### src/rtl/softmax_div_issue_if.sv
// Bundle of the stream, divider and result signals around softmax_div_issue.
// slave is the normaliser's view; master is the view of whatever surrounds it
// (exp() producer, 40/32 divider and probability consumer together).
interface softmax_div_issue_if #(
    parameter int EXP_W      = 32,
    parameter int DIV_A_W    = 40,
    parameter int FRAC_SHIFT = 8
);
    // exp() value stream in
    logic                  in_valid;
    logic                  in_ready;
    logic [EXP_W-1:0]      in_data;
    logic                  in_last;
    // divider operands out, divider result back
    logic [DIV_A_W-1:0]    div_a;
    logic [EXP_W-1:0]      div_b;
    logic [DIV_A_W-1:0]    div_quotient;
    logic                  div_by_0;
    // probability stream out plus sticky status
    logic                  out_valid;
    logic [FRAC_SHIFT:0]   out_data;
    logic                  out_last;
    logic                  status_ovf;
    logic                  status_div0;

    modport slave (
        input  in_valid, in_data, in_last, div_quotient, div_by_0,
        output in_ready, div_a, div_b, out_valid, out_data, out_last,
               status_ovf, status_div0
    );

    modport master (
        output in_valid, in_data, in_last, div_quotient, div_by_0,
        input  in_ready, div_a, div_b, out_valid, out_data, out_last,
               status_ovf, status_div0
    );
endinterface

### src/rtl/softmax_div_issue.sv
// Softmax front-end: buffers one vector of exp() values, sums it, then feeds value<<FRAC_SHIFT / sum to a fixed-latency divider.
// Latency: issue cycle k -> div_a at k+1 -> out_valid at k+DIV_LAT+2; outputs of one vector are back-to-back.
// Backpressure: in_ready low while issuing/draining; no backpressure on the output side (divider cannot stall).
//
// Ports: clk, rst_n (async active-low) plus bus (softmax_div_issue_if.slave):
//   in_valid/in_ready/in_data/in_last  exp() value stream
//   div_a/div_b -> divider, div_quotient/div_by_0 <- divider
//   out_valid/out_data/out_last        Q1.FRAC_SHIFT probabilities
//   status_ovf/status_div0             sticky truncation / zero-sum flags
// Optional build macro SOFTMAX_ROUND_EN: biases the dividend by sum/2 so the quotient rounds to nearest.
module softmax_div_issue #(
    parameter int EXP_W      = 32,
    parameter int DIV_A_W    = 40,
    parameter int FRAC_SHIFT = 8,
    parameter int VEC_MAX    = 64,
    parameter int DIV_LAT    = 63
) (
    input logic               clk,
    input logic               rst_n,
    softmax_div_issue_if.slave bus
);
    localparam int PTR_W = $clog2(VEC_MAX);
    localparam int CNT_W = PTR_W + 1;
    localparam int AW1   = DIV_A_W + 1;
    // 1.0 in Q1.FRAC_SHIFT, the ceiling for any probability
    localparam logic [DIV_A_W-1:0] PROB_ONE = DIV_A_W'(1) << FRAC_SHIFT;

    typedef enum logic [1:0] {ACCUM, ISSUE, DRAIN} state_t;

    state_t state, state_nxt;

    logic [EXP_W-1:0]    buf_mem [VEC_MAX];
    logic [CNT_W-1:0]    count;
    logic [EXP_W-1:0]    sum;
    logic [PTR_W-1:0]    rd_ptr;
    logic [DIV_A_W-1:0]  div_a;
    logic [EXP_W-1:0]    div_b;
    // token delay line: index i holds the token issued i+1 cycles ago
    logic [DIV_LAT:0]    tok_vld;
    logic [DIV_LAT:0]    tok_last;
    logic                out_valid;
    logic [FRAC_SHIFT:0] out_data;
    logic                out_last;
    logic                status_ovf;
    logic                status_div0;

    logic                in_ready;
    logic                issue_en;
    logic                drain_done;
    logic                accept;
    logic                at_cap;
    logic                last_issue;
    logic                line_empty;
    logic [EXP_W:0]      sum_add;
    logic [EXP_W-1:0]    sum_sat;
    logic [EXP_W-1:0]    rd_data;
    logic [DIV_A_W-1:0]  div_a_nxt;

    assign accept     = bus.in_valid && in_ready;
    // element being accepted is the VEC_MAX-th one: vector is closed here regardless of in_last
    assign at_cap     = (count == CNT_W'(VEC_MAX - 1));
    assign last_issue = ({1'b0, rd_ptr} == (count - CNT_W'(1)));
    assign line_empty = ~|tok_vld;

    assign sum_add = {1'b0, sum} + {1'b0, bus.in_data};
    assign sum_sat = sum_add[EXP_W] ? {EXP_W{1'b1}} : sum_add[EXP_W-1:0];

    assign rd_data = buf_mem[rd_ptr];

`ifdef SOFTMAX_ROUND_EN
    // adding sum/2 before the truncating divide gives round-to-nearest;
    // the top dividends can overflow DIV_A_W, so clamp
    logic [AW1-1:0] a_rnd;
    assign a_rnd     = {1'b0, rd_data, {FRAC_SHIFT{1'b0}}} + AW1'(sum >> 1);
    assign div_a_nxt = a_rnd[DIV_A_W] ? {DIV_A_W{1'b1}} : a_rnd[DIV_A_W-1:0];
`else
    assign div_a_nxt = {rd_data, {FRAC_SHIFT{1'b0}}};
`endif

    // ---------------- FSM: state register ----------------
    always_ff @(posedge clk or negedge rst_n) begin
        if (!rst_n) state <= ACCUM;
        else        state <= state_nxt;
    end

    // ---------------- FSM: next state ----------------
    always_comb begin
        state_nxt = state;
        case (state)
            ACCUM:   if (accept && (bus.in_last || at_cap)) state_nxt = ISSUE;
            ISSUE:   if (last_issue) state_nxt = DRAIN;
            DRAIN:   if (line_empty) state_nxt = ACCUM;
            default: state_nxt = ACCUM;
        endcase
    end

    // ---------------- FSM: outputs ----------------
    always_comb begin
        in_ready   = 1'b0;
        issue_en   = 1'b0;
        drain_done = 1'b0;
        case (state)
            ACCUM:   in_ready   = 1'b1;
            ISSUE:   issue_en   = 1'b1;
            DRAIN:   drain_done = line_empty;
            default: ;
        endcase
    end

    // Element storage; count never reaches VEC_MAX while in ACCUM, so the index fits.
    always_ff @(posedge clk) begin
        if (accept) buf_mem[count[PTR_W-1:0]] <= bus.in_data;
    end

    always_ff @(posedge clk or negedge rst_n) begin
        if (!rst_n) begin
            count       <= '0;
            sum         <= '0;
            rd_ptr      <= '0;
            div_a       <= '0;
            div_b       <= '0;
            tok_vld     <= '0;
            tok_last    <= '0;
            out_valid   <= 1'b0;
            out_data    <= '0;
            out_last    <= 1'b0;
            status_ovf  <= 1'b0;
            status_div0 <= 1'b0;
        end else begin
            tok_vld  <= {tok_vld[DIV_LAT-1:0], issue_en};
            tok_last <= {tok_last[DIV_LAT-1:0], issue_en && last_issue};

            if (accept) begin
                count <= count + CNT_W'(1);
                sum   <= sum_sat;
                if (at_cap && !bus.in_last) status_ovf <= 1'b1;
            end

            // div_a/div_b only move while issuing, otherwise they hold
            if (issue_en) begin
                rd_ptr <= rd_ptr + PTR_W'(1);
                div_a  <= div_a_nxt;
                div_b  <= sum;
            end

            if (drain_done) begin
                count  <= '0;
                sum    <= '0;
                rd_ptr <= '0;
            end

            // token leaving the line is aligned with its quotient
            out_valid <= tok_vld[DIV_LAT];
            out_last  <= tok_vld[DIV_LAT] && tok_last[DIV_LAT];
            if (tok_vld[DIV_LAT]) begin
                if (bus.div_by_0) begin
                    out_data    <= '0;
                    status_div0 <= 1'b1;
                end else if (bus.div_quotient > PROB_ONE) begin
                    out_data <= PROB_ONE[FRAC_SHIFT:0];
                end else begin
                    out_data <= bus.div_quotient[FRAC_SHIFT:0];
                end
            end
        end
    end

    assign bus.in_ready    = in_ready;
    assign bus.div_a       = div_a;
    assign bus.div_b       = div_b;
    assign bus.out_valid   = out_valid;
    assign bus.out_data    = out_data;
    assign bus.out_last    = out_last;
    assign bus.status_ovf  = status_ovf;
    assign bus.status_div0 = status_div0;
endmodule

### src/flat_wrapper.sv
// flat-port wrapper written by rule: the top's interface ports become plain ports
module softmax_div_issue_flat 
#(
    parameter int EXP_W      = 32,
    parameter int DIV_A_W    = 40,
    parameter int FRAC_SHIFT = 8,
    parameter int VEC_MAX    = 64,
    parameter int DIV_LAT    = 63
)
  (clk, rst_n, bus_in_valid, bus_in_data, bus_in_last, bus_div_quotient, bus_div_by_0, bus_in_ready, bus_div_a, bus_div_b, bus_out_valid, bus_out_data, bus_out_last, bus_status_ovf, bus_status_div0);
  softmax_div_issue_if #(.EXP_W(EXP_W), .DIV_A_W(DIV_A_W), .FRAC_SHIFT(FRAC_SHIFT)) bus_i ();
  input logic clk;
  input logic rst_n;
  input wire logic [$bits(bus_i.in_valid)-1:0] bus_in_valid;
  input wire logic [$bits(bus_i.in_data)-1:0] bus_in_data;
  input wire logic [$bits(bus_i.in_last)-1:0] bus_in_last;
  input wire logic [$bits(bus_i.div_quotient)-1:0] bus_div_quotient;
  input wire logic [$bits(bus_i.div_by_0)-1:0] bus_div_by_0;
  output wire logic [$bits(bus_i.in_ready)-1:0] bus_in_ready;
  output wire logic [$bits(bus_i.div_a)-1:0] bus_div_a;
  output wire logic [$bits(bus_i.div_b)-1:0] bus_div_b;
  output wire logic [$bits(bus_i.out_valid)-1:0] bus_out_valid;
  output wire logic [$bits(bus_i.out_data)-1:0] bus_out_data;
  output wire logic [$bits(bus_i.out_last)-1:0] bus_out_last;
  output wire logic [$bits(bus_i.status_ovf)-1:0] bus_status_ovf;
  output wire logic [$bits(bus_i.status_div0)-1:0] bus_status_div0;
  assign bus_i.in_valid = bus_in_valid;
  assign bus_i.in_data = bus_in_data;
  assign bus_i.in_last = bus_in_last;
  assign bus_i.div_quotient = bus_div_quotient;
  assign bus_i.div_by_0 = bus_div_by_0;
  assign bus_in_ready = bus_i.in_ready;
  assign bus_div_a = bus_i.div_a;
  assign bus_div_b = bus_i.div_b;
  assign bus_out_valid = bus_i.out_valid;
  assign bus_out_data = bus_i.out_data;
  assign bus_out_last = bus_i.out_last;
  assign bus_status_ovf = bus_i.status_ovf;
  assign bus_status_div0 = bus_i.status_div0;
  softmax_div_issue #(.EXP_W(EXP_W), .DIV_A_W(DIV_A_W), .FRAC_SHIFT(FRAC_SHIFT), .VEC_MAX(VEC_MAX), .DIV_LAT(DIV_LAT)) u_core (.clk(clk), .rst_n(rst_n), .bus(bus_i));
endmodule
### config.mk
export PLATFORM = sky130hd
export DESIGN_NAME = softmax_div_issue_flat
export DESIGN_NICKNAME = d
export VERILOG_FILES = /design/src/rtl/softmax_div_issue_if.sv /design/src/rtl/softmax_div_issue.sv /design/src/flat_wrapper.sv
export SDC_FILE = /design/constraint.sdc
export NUM_CORES = 2
export LEC_CHECK = 0
export CORE_ASPECT_RATIO = 0.75
export CORE_MARGIN = 4
export CORE_UTILIZATION = 30
export CTS_CLUSTER_SIZE = 14
export DETAILED_ROUTE_END_ITERATION = 7
export GPL_TIMING_DRIVEN = 0
export PLACE_DENSITY = 0.55
export SLEW_MARGIN = 20
export SYNTH_ARGS = -nofsm -noshare
export SYNTH_HDL_FRONTEND = slang
export SYNTH_SLANG_ARGS = --single-unit
### constraint.sdc
create_clock -name clk -period 2.9 [get_ports clk]
set_input_delay 0.58 -clock clk [delete_from_list [all_inputs] [get_ports clk]]
set_output_delay 0.58 -clock clk [all_outputs]
set_load 0.05 [all_outputs]
Word level (Yosys, flattened, before mapping)

Memories as Yosys holds them, arrays and structs flattened. A register that Yosys moved wholly into a read port is not among the register bits.
Cells that the tools add are included.

Register bits: 220
Bits in writable memories: 2048
Bits of input ports: 77
Output and inout bits: 86
Word-level logic and storage cells: 59
Memories kept: 1

$add $sub $neg: 4
Magnitude comparators: 1
Eq/ne operators: 7
Mux-type cells: 18
Reduce and logical (&&, ||, !) cells: 16

Memories:

| memory         | words | bits a word | read ports | clocked after Yosys merged registers in | wr ports | RTL line                | text |
|---|---|---|---|---|---|---|---|
| u_core.buf_mem | 64    | 32          | 1          | 1                                       | 1        | softmax_div_issue.sv:32 | `logic [EXP_W-1:0] buf_mem [VEC_MAX];` |

Operator list:

| operator                                               | count |
|---|---|
| two-way mux 32 bit                                     | 3 |
| OR reduction 64 bit                                    | 1 |
| > comparator 40 x 9 -> 1 bit (second input constant)   | 1 |
| adder 32 x 32 -> 33 bit                                | 1 |
| two-way mux 9 bit                                      | 2 |
| two-way mux 7 bit                                      | 2 |
| two-way mux 6 bit                                      | 2 |
| adder 7 x 1 -> 7 bit (second input constant)           | 1 |
| == test 6 x 7 -> 1 bit                                 | 1 |
| == test 7 x 6 -> 1 bit (second input constant)         | 1 |
| subtractor 7 x 1 -> 7 bit (second input constant)      | 1 |
| adder 6 x 1 -> 6 bit (second input constant)           | 1 |
| two-way mux 2 bit                                      | 3 |
| case mux 2 bit (3 select lines)                        | 1 |
| logical AND 1 bit                                      | 5 |
| two-way mux 1 bit                                      | 5 |
| inequality test 2 x 1 -> 1 bit (second input constant) | 2 |
| AND reduction 2 bit                                    | 2 |
| nonzero test 2 bit                                     | 2 |
| zero test 1 bit                                        | 3 |
| AND reduction 3 bit                                    | 1 |
| == test 2 x 1 -> 1 bit (second input constant)         | 1 |
| == test 2 bit (second input constant)                  | 1 |
| zero test 2 bit                                        | 1 |
| 2 further kinds                                        | 2 |

Longest topological paths before layout

Depth in word-level cells: 6
Depth in mapped cells: 12
Depth with buffers taken out: 11

Worst setup path before layout

Ideal clock, no wire load.

Path type: reg-to-reg
Start point: register u_core.state[0]
End point: memory u_core.buf_mem[31][0] (enable)
Library setup time: 423 ps
Data arrival time: 3366 ps
Data required time: 2477 ps
Slack: -889 ps
Stages on the path, launching flop included: 6
Buffers on the path: 1
Period minus slack after synthesis: 3789 ps
Cell sequence: dfrtp_1 nor2_1 and3_1 clkbuf_1 nand3_1 nor2_1

Word-level cells in the longest chain between the ends: 5

RTL lines:

| what                                    | RTL line                 | text |
|---|---|---|
| start, declared                         | softmax_div_issue.sv:30  | `state_t state, state_nxt;` |
| start signal, assigned                  | softmax_div_issue.sv:83  | `else state <= state_nxt;` |
| zero test 2 bit                         | softmax_div_issue.sv:102 | `case (state)` |
| two-way mux 1 bit                       | softmax_div_issue.sv:102 |  |
| net bus_in_ready                        | flat_wrapper.sv:19       | `output wire logic [$bits(bus_i.in_ready)-1:0] bus_in_ready;` |
| logical AND 1 bit                       | softmax_div_issue.sv:59  | `assign accept = bus.in_valid && in_ready;` |
| two-way mux 1 bit                       | softmax_div_issue.sv:112 | `if (accept) buf_mem[count[PTR_W-1:0]] <= bus.in_data;` |
| two-way mux 1 bit (implied by the code) | softmax_div_issue.sv:112 |  |
| end, declared                           | softmax_div_issue.sv:32  |  |

The timed path passes the listed nets, and every way through them passes these cells.

Final worst setup path

Start point: register u_core.sum[0]
End point: register u_core.sum[15]

Word-level cells in the longest chain between the ends: 4

RTL lines:

| what                    | RTL line                 | text |
|---|---|---|
| start, declared         | softmax_div_issue.sv:34  | `logic [EXP_W-1:0] sum;` |
| start signal, assigned  | softmax_div_issue.sv:135 | `sum <= sum_sat;` |
| adder 32 x 32 -> 33 bit | softmax_div_issue.sv:65  | `assign sum_add = {1'b0, sum} + {1'b0, bus.in_data};` |
| two-way mux 32 bit      | softmax_div_issue.sv:66  | `assign sum_sat = sum_add[EXP_W] ? {EXP_W{1'b1}} : sum_add[EXP_W-1:0];` |
| two-way mux 32 bit      | softmax_div_issue.sv:133 | `if (accept) begin` |
| two-way mux 32 bit      | softmax_div_issue.sv:146 | `if (drain_done) begin` |

No other way between the ends. The select of a mux whose other input is x is not followed.
A chain may end at the register's enable or synchronous reset.

==> summary.md <==
| Metric | Value |
|---|---|
| Async set or reset register ratio after synthesis | `0.110` |
| Sw Share | `0.202` |
| PwrDens | `between 500 and 600 nW/um^2` |
| Post-placement cell count | `around 8900` |
| Fmax | `322 MHz` |
| Met3 WL post-DR | `approximately 31000 um` |
| Final-stage net count | `5486` |
| Core Region | `294000 um^2` |
| Period utilization | `1.07` |
| Hold WS | `46.7 ps` |
| R2r endpoint | `u_core.sum[15]$_DFFE_PN0P_` |
| Final setup fails | `37` |
| Most used DFF post-synth | `edfxtp_1` |
| DP Wirelength | `183000 um` |
| Drt pass-1 iters | `8` |
| Vias per cell | `about 5.3` |
| Synth area leaders | `edfxtp_1, dfrtp_1, mux4_2` |
| Worst-path fanout max | `8` |
| Max cap viols | `0` |
| Leak | `roughly 39 nW` |
| CTS tree | `done` |
| Non-filler instance count after layout | `between 9000 and 10000` |
| H-tree levels | `4` |
| Chip width | `636 um` |
| Clock Latency Late Sink | `870 ps` |
| Clock share of power | `0.428` |
| CP Class | `flop to flop` |
| Routed WL | `269000 um` |
| Slew Limit Fails | `0` |
| Residual DRC | `0` |
| Count leader, synth | `edfxtp_1` |
| Tmin final | `3100 ps` |
| Setup crit end kind | `flop` |
| Top routing layer in use | `met4` |
| Yosys reg bits | `2300` |
| Worst ir drop on vdd | `approximately 0.00047 V` |
| Critical path capture point | `u_core.sum[15]$_DFFE_PN0P_` |
| Syn Inst Count | `between 4000 and 5000` |
| Worst r2r src | `u_core.sum[0]$_DFFE_PN0P_` |
| Vias post-DR | `49900` |
| Yosys warns | `0` |
| Routability cong. | `0.916` |
| Int Pwr | `0.0518 W` |
| M1 wire length | `roughly 120000 um` |
| WP data arrival | `3810 ps` |
| Comb pwr share | `0.017` |
| Actual slew at the worst max-slew pin | `about 1200 ps` |
| Reg power frac | `0.556` |
| Per-cell routed wire length | `about 28 um` |
| Max_slew headroom | `0.219` |
| Sequential fraction of the synthesis area | `0.764` |
| Root Driver | `clkbuf_16` |
| Setup TNS | `-4850 ps` |
| Cell type with the largest total area after synthesis | `edfxtp_1` |
| Grt ovf | `0` |
| Outcome | `finished, violations left` |
| Area growth syn-to-layout | `25.1%` |
| Clock Sinks | `2300` |
| RSZ-0062 raised after global routing | `true` |
| Initial antenna violation count | `17` |
| Hold Vio Cnt, Final | `0` |
| Hold path cells | `1` |
| Die Height | `479 um` |
| Synth cell count leaders | `edfxtp_1, mux2i_1, mux4_2, nand2_1, dfrtp_1` |
| HP Class | `input pin to flop` |
| Worst setup margin | `-202 ps` |
| Post-synth top area share | `0.693` |
| R2r setup slk | `-200 ps` |
| I/O pin total | `between 150 and 200` |
| Longest Clk Path Bufs | `4` |
| WP data required | `~3600 ps` |
| Met2 wire len | `108000 um` |
| Crit start category | `flop` |
| R2R cell count | `14` |
| Net Sw Power | `0.0131 W` |
| Site Rows | `172` |
| Crit path from | `u_core.sum[0]$_DFFE_PN0P_` |
| Vias in the first global route | `between 40000 and 50000` |
| PortBufs | `154` |
| Drt first-iter violations | `just under 7000` |
| Cell variety after synth | `66` |
| First-pass GRT wire length | `between 300000 and 400000 um` |
| Gr usage total | `0.170` |
| Register clock-pin slew on the reported worst setup and hold paths | `70 ps` |
| Die area | `305000 um^2` |
| Failing checks | `setup timing` |
| Share of layout cells above drive strength 1 | `0.282` |
| Fill cells | `between 20000 and 30000` |
| Cell area after synthesis | `about 89000 um^2` |
| EDFF count, synth | `2048` |
| Initial Utilization | `0.302` |
| Footprint of the multi-input gates | `23200 um^2` |
| Largest net degree at the start of global routing | `81` |
| Post-DRT Antenna Nets | `0` |
| Total CTS buffers | `roughly 220` |
| Total area of sequential cells | `around 68000 um^2` |
| Syn_area_per_cell | `18.8 um^2` |
| Skew final | `53.1 ps` |
[registers in the layout, summed over array words and instances, names as in the netlist]
name / cells
u_core.buf_mem: 2048
u_core.bus.div_a: 32
u_core.bus.div_b: 32
u_core.bus.out_data: 9
u_core.bus.out_last: 1
u_core.bus.out_valid: 1
u_core.bus.status_div0: 1
u_core.bus.status_ovf: 1
u_core.count: 7
u_core.rd_ptr: 6
u_core.state: 2
u_core.sum: 32
u_core.tok_last: 64
u_core.tok_vld: 64
[timing repair]
| action | 4_1_cts | 5_1_grt |
|---|---|---|
| hold endpoints to repair | 75 | 0 |
| setup endpoints to repair | 1860 | 998 |
| pin swaps | 87 | 115 |
| buffers inserted | 63 | 95 |
| hold buffers | 5 | 0 |
| gates resized for setup | 611 | 360 |
| cloned | 0 | 6 |
[how the worst min path moves through the flow]
stage                                             start                                to  slack [ps]
after floorplan                                   rst_n  u_core.bus.div_a[10]$_DFFE_PN0P_         280
after global placement    u_core.tok_last[55]$_DFF_PN0_     u_core.tok_last[56]$_DFF_PN0_         330
after detailed placement  u_core.tok_last[53]$_DFF_PN0_     u_core.tok_last[54]$_DFF_PN0_         330
after CTS                                bus_in_data[1]   u_core.buf_mem[16][1]$_DFFE_PP_           8
after global routing                     bus_in_data[1]   u_core.buf_mem[16][1]$_DFFE_PP_          10
final                                    bus_in_data[1]   u_core.buf_mem[16][1]$_DFFE_PP_          50
[final cells by class]
| class | instances | share of cell area |
|---|---|---|
| multi-input combinational | 2120 | 0.209 |
| clock buffer | 304 | 0.0546 |
| clock inverter | 88 | 0.00638 |
| sequential | 2300 | 0.611 |
| timing repair buffer | 435 | 0.0528 |
| antenna | 3 | 0.0000676 |
| buffer | 282 | 0.0213 |
| tap | 3915 | 0.0441 |
| inverter | 16 | 0.000541 |
[worst max-delay path: stages, from the launching register on]
cell       delay (ps)
dfrtp_1           410
ha_4              180
fa_2              360
a21o_1            210
a211oi_4          300
o21bai_4          110
a31oi_4           260
o21ba_4           210
o31a_1            160
buf_6             130
a21oi_4            70
nor2_4            170
buf_12            150
clkbuf_16         140
a31oi_1            80
[stage by stage]
step	setup WS (ps)	total power, W	instance area, um^2	utilization
floorplan	-200	0.0369	89000	-
global placement	-9820	0.0378	95400	0.325
detailed placement	-2140	0.0378	98300	0.335
CTS	-361	0.0653	108000	0.369
global route	-330	0.0668	111000	0.378
finish	-202	0.0649	111000	0.378
[power by group through the flow]
stage | registers, W | clock network, W | logic [W]
6_report | 0.0361 | 0.0277 | 0.00108
5_1_grt | 0.0360 | 0.0297 | 0.00115
4_1_cts | 0.0361 | 0.0282 | 0.00108
3_5_place_dp | 0.0368 | 0 | 0.00107
3_3_place_gp | 0.0369 | 0 | 0.000895
2_1_floorplan | 0.0368 | 0 | 0.000108
[per-layer routing]
layer | GRT usage | vias up
met2 | 0.228 | 2530
met1 | 0.268 | 26400
li1 | - | 20600
met3 | 0.0463 | 332
met4 | 0.0414 | 0
met5 | 0 | -
[cell usage in the layout, fill, tap and decap left out, types with 51 or more instances in the layout]
| master | Yosys | routed |
|---|---|---|
| o22ai_1 | 126 | 87 |
| clkdlybuf4s50_1 | 0 | 118 |
| buf_16 | 0 | 51 |
| o221ai_2 | 0 | 94 |
| dfrtp_1 | 252 | 250 |
| buf_12 | 0 | 117 |
| buf_4 | 14 | 179 |
| mux2i_1 | 489 | 452 |
| edfxtp_1 | 2048 | 2048 |
| clkbuf_2 | 1 | 64 |
| a21oi_1 | 150 | 95 |
| mux4_2 | 274 | 274 |
| nor2_4 | 1 | 69 |
| o221ai_1 | 245 | 129 |
| clkbuf_1 | 159 | 102 |
| nand2_1 | 266 | 258 |
| a211oi_4 | 0 | 56 |
| clkbuf_16 | 0 | 229 |
[cells by family after synthesis]
group | after synthesis | share of synthesized area
AND/OR/NAND/NOR | 475 | 0.0231
flip-flops | 2300 | 0.764
other | 1 | 0.0000423
multiplexers | 765 | 0.125
XOR/XNOR | 40 | 0.00395
AO/OA/AOI/OAI | 793 | 0.0638
buffers and inverters | 301 | 0.0145
adder cells (fa/ha/maj) | 36 | 0.00516
No activity file was read; power rests on OpenSTA's default activity.
